==> config.mk <==
export PLATFORM = sky130hd
export DESIGN_NAME = imem_arb
export DESIGN_NICKNAME = d
export VERILOG_FILES = /design/src/rtl/imem_arb.sv
export SDC_FILE = /design/constraint.sdc
export NUM_CORES = 1
export LEC_CHECK = 0
export BUFFER_PORTS_ARGS = -buffer_cell sky130_fd_sc_hd__buf_2
export CAP_MARGIN = 20
export CELL_PAD_IN_SITES_DETAIL_PLACEMENT = 1
export CELL_PAD_IN_SITES_GLOBAL_PLACEMENT = 2
export CORE_MARGIN = 1.5
export CORE_UTILIZATION = 24
export CTS_BUF_LIST = sky130_fd_sc_hd__clkbuf_4 sky130_fd_sc_hd__clkbuf_8
export CTS_CLUSTER_SIZE = 16
export DETAILED_ROUTE_END_ITERATION = 12
export PLACE_DENSITY_LB_ADDON = 0.1
export REMOVE_ABC_BUFFERS = 1
export SYNTH_ARGS = -nofsm -noshare
export SYNTH_HDL_FRONTEND = slang
export SYNTH_SLANG_ARGS = --single-unit
==> constraint.sdc <==
create_clock -name i_clk -period 3.8 [get_ports i_clk]
set_input_delay 0.38 -clock i_clk [delete_from_list [all_inputs] [get_ports i_clk]]
set_output_delay 0.38 -clock i_clk [all_outputs]
set_load 0.03 [all_outputs]
==> src/rtl/imem_arb.sv <==
// imem_arb: two-port (fetch/loader) arbiter for a single-port 32-bit instruction memory.
// Loader has priority; fetch is guaranteed a slot after MAX_STREAK consecutive loader wins.
module imem_arb #(
    parameter int MAX_STREAK = 4,
    parameter int AW = 11
) (
    input  logic          i_clk,
    input  logic          i_rst,
    input  logic          i_boot,
    input  logic          i_f_req,
    input  logic [31:0]   i_f_addr,
    output logic          o_f_gnt,
    output logic          o_f_rvalid,
    output logic [31:0]   o_f_rdata,
    input  logic          i_l_req,
    input  logic          i_l_we,
    input  logic [31:0]   i_l_addr,
    input  logic [31:0]   i_l_wdata,
    output logic          o_l_gnt,
    output logic          o_l_rvalid,
    output logic [31:0]   o_l_rdata,
    output logic          o_l_err,
    output logic          o_m_en,
    output logic          o_m_we,
    output logic [AW-1:0] o_m_addr,
    output logic [31:0]   o_m_wdata,
    input  logic [31:0]   i_m_rdata
);
    localparam int SW = $clog2(MAX_STREAK + 1);

    logic [SW-1:0] streak;
    logic          rd_pend, tag, err_q;
    logic [31:0]   f_hold, l_hold;
    logic [31:0]   l_hi;
    logic          l_oor, f_gnt, l_gnt, l_go;
    logic          unused_bits;

    assign l_hi = i_l_addr >> (AW + 2);
    assign unused_bits = ^{i_f_addr[31:AW+2], i_f_addr[1:0], i_l_addr[1:0]};

    always_comb begin
        l_oor = |l_hi;
        f_gnt = i_rst & ~i_boot & i_f_req & (~i_l_req | (streak == SW'(MAX_STREAK)));
        l_gnt = i_rst & i_l_req & ~f_gnt;
        // out-of-range loader accesses are accepted but never reach memory
        l_go = l_gnt & ~l_oor;
        o_m_en = f_gnt | l_go;
        o_m_we = l_go & i_l_we;
        o_m_addr = f_gnt ? i_f_addr[AW+1:2] : i_l_addr[AW+1:2];
    end

    assign o_m_wdata  = i_l_wdata;
    assign o_f_gnt    = f_gnt;
    assign o_l_gnt    = l_gnt;
    assign o_f_rvalid = rd_pend & ~tag;
    assign o_l_rvalid = rd_pend & tag;
    assign o_f_rdata  = o_f_rvalid ? i_m_rdata : f_hold;
    assign o_l_rdata  = o_l_rvalid ? i_m_rdata : l_hold;
    assign o_l_err    = err_q;

    always_ff @(posedge i_clk) begin
        if (!i_rst) begin
            streak  <= '0;
            rd_pend <= 1'b0;
            tag     <= 1'b0;
            err_q   <= 1'b0;
            f_hold  <= '0;
            l_hold  <= '0;
        end else begin
            rd_pend <= f_gnt | (l_go & ~i_l_we);
            tag     <= l_gnt;
            err_q   <= l_gnt & l_oor;
            if (o_f_rvalid) f_hold <= i_m_rdata;
            if (o_l_rvalid) l_hold <= i_m_rdata;
            // the streak only counts loader wins that actually delayed a waiting fetch
            streak  <= (i_boot | f_gnt | ~i_f_req) ? '0 :
                       (l_gnt && streak != SW'(MAX_STREAK)) ? streak + 1'b1 : streak;
        end
    end
endmodule

# --- Yosys cells after proc, flatten, opt, wreduce, memory -nomap -nowiden ---
# Cells that the tools add are included.
totals:
  reg_bits: 70
  input_bits: 134
  output_inout_bits: 114
  wordCells: 39
classes:
  addsub: 1
  eq_ne: 2
  n_mux: 3
  bitwise: 24
  n_reduce_logical: 3
op_table:
  columns: ["op", "count"]
  rows:
  - ["$mux W32", 2]
  - ["$reduce_or A19 Y1", 1]
  - ["$and A1 B1 Y1", 11]
  - ["$mux W11", 1]
  - ["$not A1 Y1", 8]
  - ["$or A1 B1 Y1", 5]
  - ["$add A3 B1 Y3 const B", 1]
  - ["$eq A3 B3 Y1 const B", 1]
  - ["$ne A3 B3 Y1 const B", 1]
  - ["$reduce_or A2 Y1", 1]
  - ["$logic_and A1 B1 Y1", 1]

# --- Depth between registers and ports, before layout ---
depth:
  ltp_word: 9
  ltp_mapped: 6
  mapped_depth_nobuf: 6

# --- Worst setup path before layout ---
# No wires, ideal clock.
synth_path:
  kind: "register to output"
  start: "register streak[0]"
  end: "output o_m_we"
  arrival_ps: 1885
  t_required_ps: 3420
  setup_slack_ps: 1535
  stages_incl_launch_ff: 6
  n_path_buf: 0
  path_cell_list: "dfxtp_1 inv_1 ha_1 nand4b_1 nand3_1 nor4b_1"
synth_via:
  elab_chain_len: 7
synth_rtl:
  columns: ["item", "line_no", "text"]
  rows:
  - ["start: declaration", "31", "logic [SW-1:0] streak;"]
  - ["start signal: assignment", "76", "streak <= (i_boot | f_gnt | ~i_f_req) ? '0 :"]
  - ["$eq A3 B3 Y1", "43", "f_gnt = i_rst & ~i_boot & i_f_req & (~i_l_req | (streak == SW'(MAX_STREAK)));"]
  - ["$or A1 B1 Y1", "43", null]
  - ["$and A1 B1 Y1", "43", null]
  - ["$not A1 Y1", "44", "l_gnt = i_rst & i_l_req & ~f_gnt;"]
  - ["$and A1 B1 Y1", "44", null]
  - ["$and A1 B1 Y1", "46", "l_go = l_gnt & ~l_oor;"]
  - ["$and A1 B1 Y1", "48", "o_m_we = l_go & i_l_we;"]
  - ["end: declaration", "24", "output logic o_m_we,"]
# Every way passes these cells.

# --- Worst setup path after layout ---
layout_path:
  start: "register tag"
  end: "output o_l_rdata[17]"
layout_via:
  elab_chain_len: 2
layout_rtl:
  columns: ["item", "line_no", "text"]
  rows:
  - ["start: declaration", "32", "logic rd_pend, tag, err_q;"]
  - ["start signal: assignment", "71", "tag <= l_gnt;"]
  - ["$and A1 B1 Y1", "56", "assign o_l_rvalid = rd_pend & tag;"]
  - ["$mux W32", null, null]
  - ["end: declaration", "21", "output logic [31:0] o_l_rdata,"]
# Every way passes these cells.

==> impl_metrics.sql <==
INSERT INTO impl_metrics (metric_group, metric, value, unit) VALUES
('run_status', 'status', 'completed', ''),
('placement', 'detailedPlacementHpwl', '7250', 'µm'),
('timing', 'finalSetupViolations', '0', ''),
('placement', 'place_congestion', '0.618', ''),
('clock_network', 'clkTransAtPathRegs', '0.07', 'ns'),
('timing', 'max-slew-margin-rel', '0.342', ''),
('worst_setup_path', 'critical_path.top_delay_family', 'simple AND/OR/NAND/NOR gates', ''),
('layout', 'layout_commonest_cell', 'buf_2', ''),
('placement', 'number_of_port_buffers', '160', ''),
('global_routing', 'wire_length_of_the_first_global_routing_pass', '14500', 'µm'),
('route', 'drt_drc_violations_left', '0', ''),
('timing', 'final_hold_slack', '0.255', 'ns'),
('worst_setup_path', 'crit_cells', '3', ''),
('worst_setup_path', 'crit_path_end_kind', 'output pin', ''),
('route', 'dr.first_iter.drc_count', '46', ''),
('global_routing', 'grt_overflow', '0', ''),
('logic_synthesis', 'ys_ff_latch', '70', ''),
('clock_network', 'cts_sinks', '70', ''),
('layout', 'final_layout_size_suffix_gt1_frac', '0.545', ''),
('timing', 'fmax', '0.405', 'GHz'),
('route', 'ant_nets', '0', ''),
('die', 'die_width', '120', 'µm'),
('power_and_ir_drop', 'leakagePower', '2.17', 'nW'),
('power_and_ir_drop', 'p_total', '1.57', 'mW'),
('logic_synthesis', 'synth-compound-area-share', '0.00951', ''),
('global_routing', 'track_usage', '0.135', ''),
('die', 'rows', '42', ''),
('worst_setup_path', 'crit_start', 'tag', ''),
('logic_synthesis', 'largest_family_of_logic_cells_by_synthesized_area', 'multiplexers', ''),
('logic_synthesis', 'yosys-mux-area-fraction', '0.290', ''),
('layout', 'final_util', '0.319', ''),
('worst_setup_path', 'launch_point_of_the_worst_reg_to_reg_path', 'tag', ''),
('route', 'dr.pass1.iters', '3', ''),
('worst_setup_path', 'cp_slowest_cell', 'nand2_2', ''),
('logic_synthesis', 'post_syn_area', '3290', 'µm²'),
('layout', 'fin_nets', '553', ''),
('die', 'ios', '248', ''),
('logic_synthesis', 'yosys.area_share.simple', '0.156', ''),
('timing', 'min_period', '2.47', 'ns'),
('logic_synthesis', 'avgSynthCellArea', '11.3', 'µm²'),
('worst_setup_path', 'crit_chain', 'nand2_2 -> mux2_1 -> buf_2', ''),
('worst_setup_path', 'ff2ff_path_depth', '3', ''),
('worst_setup_path', 'path_class', 'flop to output pin', ''),
('hold_path', 'worstHoldPathType', 'primary input to flop', ''),
('global_routing', 'via_count_of_the_first_global_routing_pass', '2556', ''),
('worst_setup_path', 'r2r_slack', '1.99', 'ns'),
('worst_setup_path', 'worstSetupEndpoint', 'o_l_rdata[17]', ''),
('worst_setup_path', 'critPathLaunchType', 'flop', ''),
('worst_setup_path', 'arrival', '2.09', 'ns'),
('worst_setup_path', 'required', '3.42', 'ns'),
('worst_setup_path', 'worstPathBufferInverterCount', '1', ''),
('layout', 'most-common-layout-cells', 'buf_2 (160), dfxtp_1 (70), and2_1 (64), mux2_4 (29), mux2_1 (25)', ''),
('route', 'wirelength', '9770', 'µm'),
('global_routing', 'antenna_violations_before_repair', '0', ''),
('placement', 'placed_cell_area', '4020', 'µm²'),
('die', 'die_area', '14400', 'µm²'),
('timing', 'actual_slew_at_the_worst_max_slew_pin', '0.983', 'ns'),
('clock_network', 'cts_hold_buf', '0', ''),
('clock_network', 'cts_htree_levels', '3', ''),
('route', 'average_via_count_per_standard_cell', '4.22', ''),
('timing', 'report.final.hold_viol_count', '0', ''),
('worst_setup_path', 'critical_path.reg2reg.endpoint', 'l_hold[17]', ''),
('logic_synthesis', 'ys_warn_count', '0', ''),
('timing', 'grt_setup_unrepaired', 'false', ''),
('route', 'vias', '2526', ''),
('logic_synthesis', 'synth-xor-area-share', '0.00266', ''),
('clock_network', 'post_cts_buffers', '0', ''),
('timing', 'post-route-period-util', '0.650', ''),
('worst_setup_path', 'timing.critical_path.fanout_max', '33', ''),
('clock_network', 'max_buffers_root_to_sink', '2', ''),
('global_routing', 'grt_start_max_net_pins', '61', '');
## report_power, final
group / internal (mW) / switching (mW) / total [mW]
registers: 0.743 / 0.00319 / 0.746
clock network: 0.349 / 0.287 / 0.636
logic: 0.0792 / 0.105 / 0.184
total: 1.17 / 0.395 / 1.57
## area by class of cell
class	instances	area [µm²]
multi-input cells	166	1540
well taps	176	220
fillers	1573	9060
inverters	8	30.0
clock inverters	4	55.1
repair buffers	162	828
clock buffers	12	159
flip-flops and latches	70	1400
## worst min-delay path by stage
stage                           end      start  slack, ns  depth (start not counted)
after global routing        rd_pend     i_l_we       0.23                          2
after floorplan           streak[0]  streak[0]       0.42                          1
final                       rd_pend     i_l_we       0.25                          2
after detailed placement  streak[0]  streak[0]       0.44                          1
after global placement    streak[0]  streak[0]       0.43                          1
after CTS                   rd_pend     i_l_we       0.23                          2
## flip-flops by register name, summed over array words and instances (netlist names)
signal / flops
tag: 1
l_hold: 32
o_l_err: 1
streak: 3
f_hold: 32
rd_pend: 1
## through the flow
| step | setup WS, ns | instances |
|---|---|---|
| after global placement | 1.65 | 582 |
| after global routing | 1.15 | 598 |
| after floorplan | -0.146 | 244 |
| after detailed placement | 1.61 | 582 |
| final | 1.33 | 598 |
| after CTS | 1.21 | 598 |
## routing by layer
metal,part of all wire,global-route usage
met1,0.41,0.159
met2,0.45,0.199
met3,0.13,0.0974
met4,0.0076,0.0231
met5,0.0038,0.0221
## logic make-up after synthesis
kind of cell               after synthesis
AOI/OAI and AO/OA                        4
muxes                                   75
xor gates and xnor gates                 1
buffers and inverters                   55
and+or+nand+nor                         84
adders and majority gates                2
DFF                                     70
## synth_stat cells
master,instances,share of area
dfxtp_1,70,0.43
and2_1,64,0.12
buf_4,32,0.073
mux2_4,29,0.13
mux2_1,25,0.086
mux2_2,21,0.072
inv_1,8,0.0091
clkbuf_1,7,0.0080
buf_2,5,0.0076
nor4_1,4,0.0076
buf_6,3,0.010
nand2_1,3,0.0034
nor2_1,3,0.0034
ha_1,2,0.0076
nand3_1,2,0.0030
nand4_1,2,0.0038
nor2b_1,2,0.0038
a21o_1,1,0.0023
nand3b_1,1,0.0023
nand4b_1,1,0.0027
nor3_1,1,0.0015
nor4b_1,1,0.0027
o21a_1,1,0.0023
o31ai_1,1,0.0023
o41ai_1,1,0.0027
xnor2_1,1,0.0027
Power figures use the tool's default switching activity.
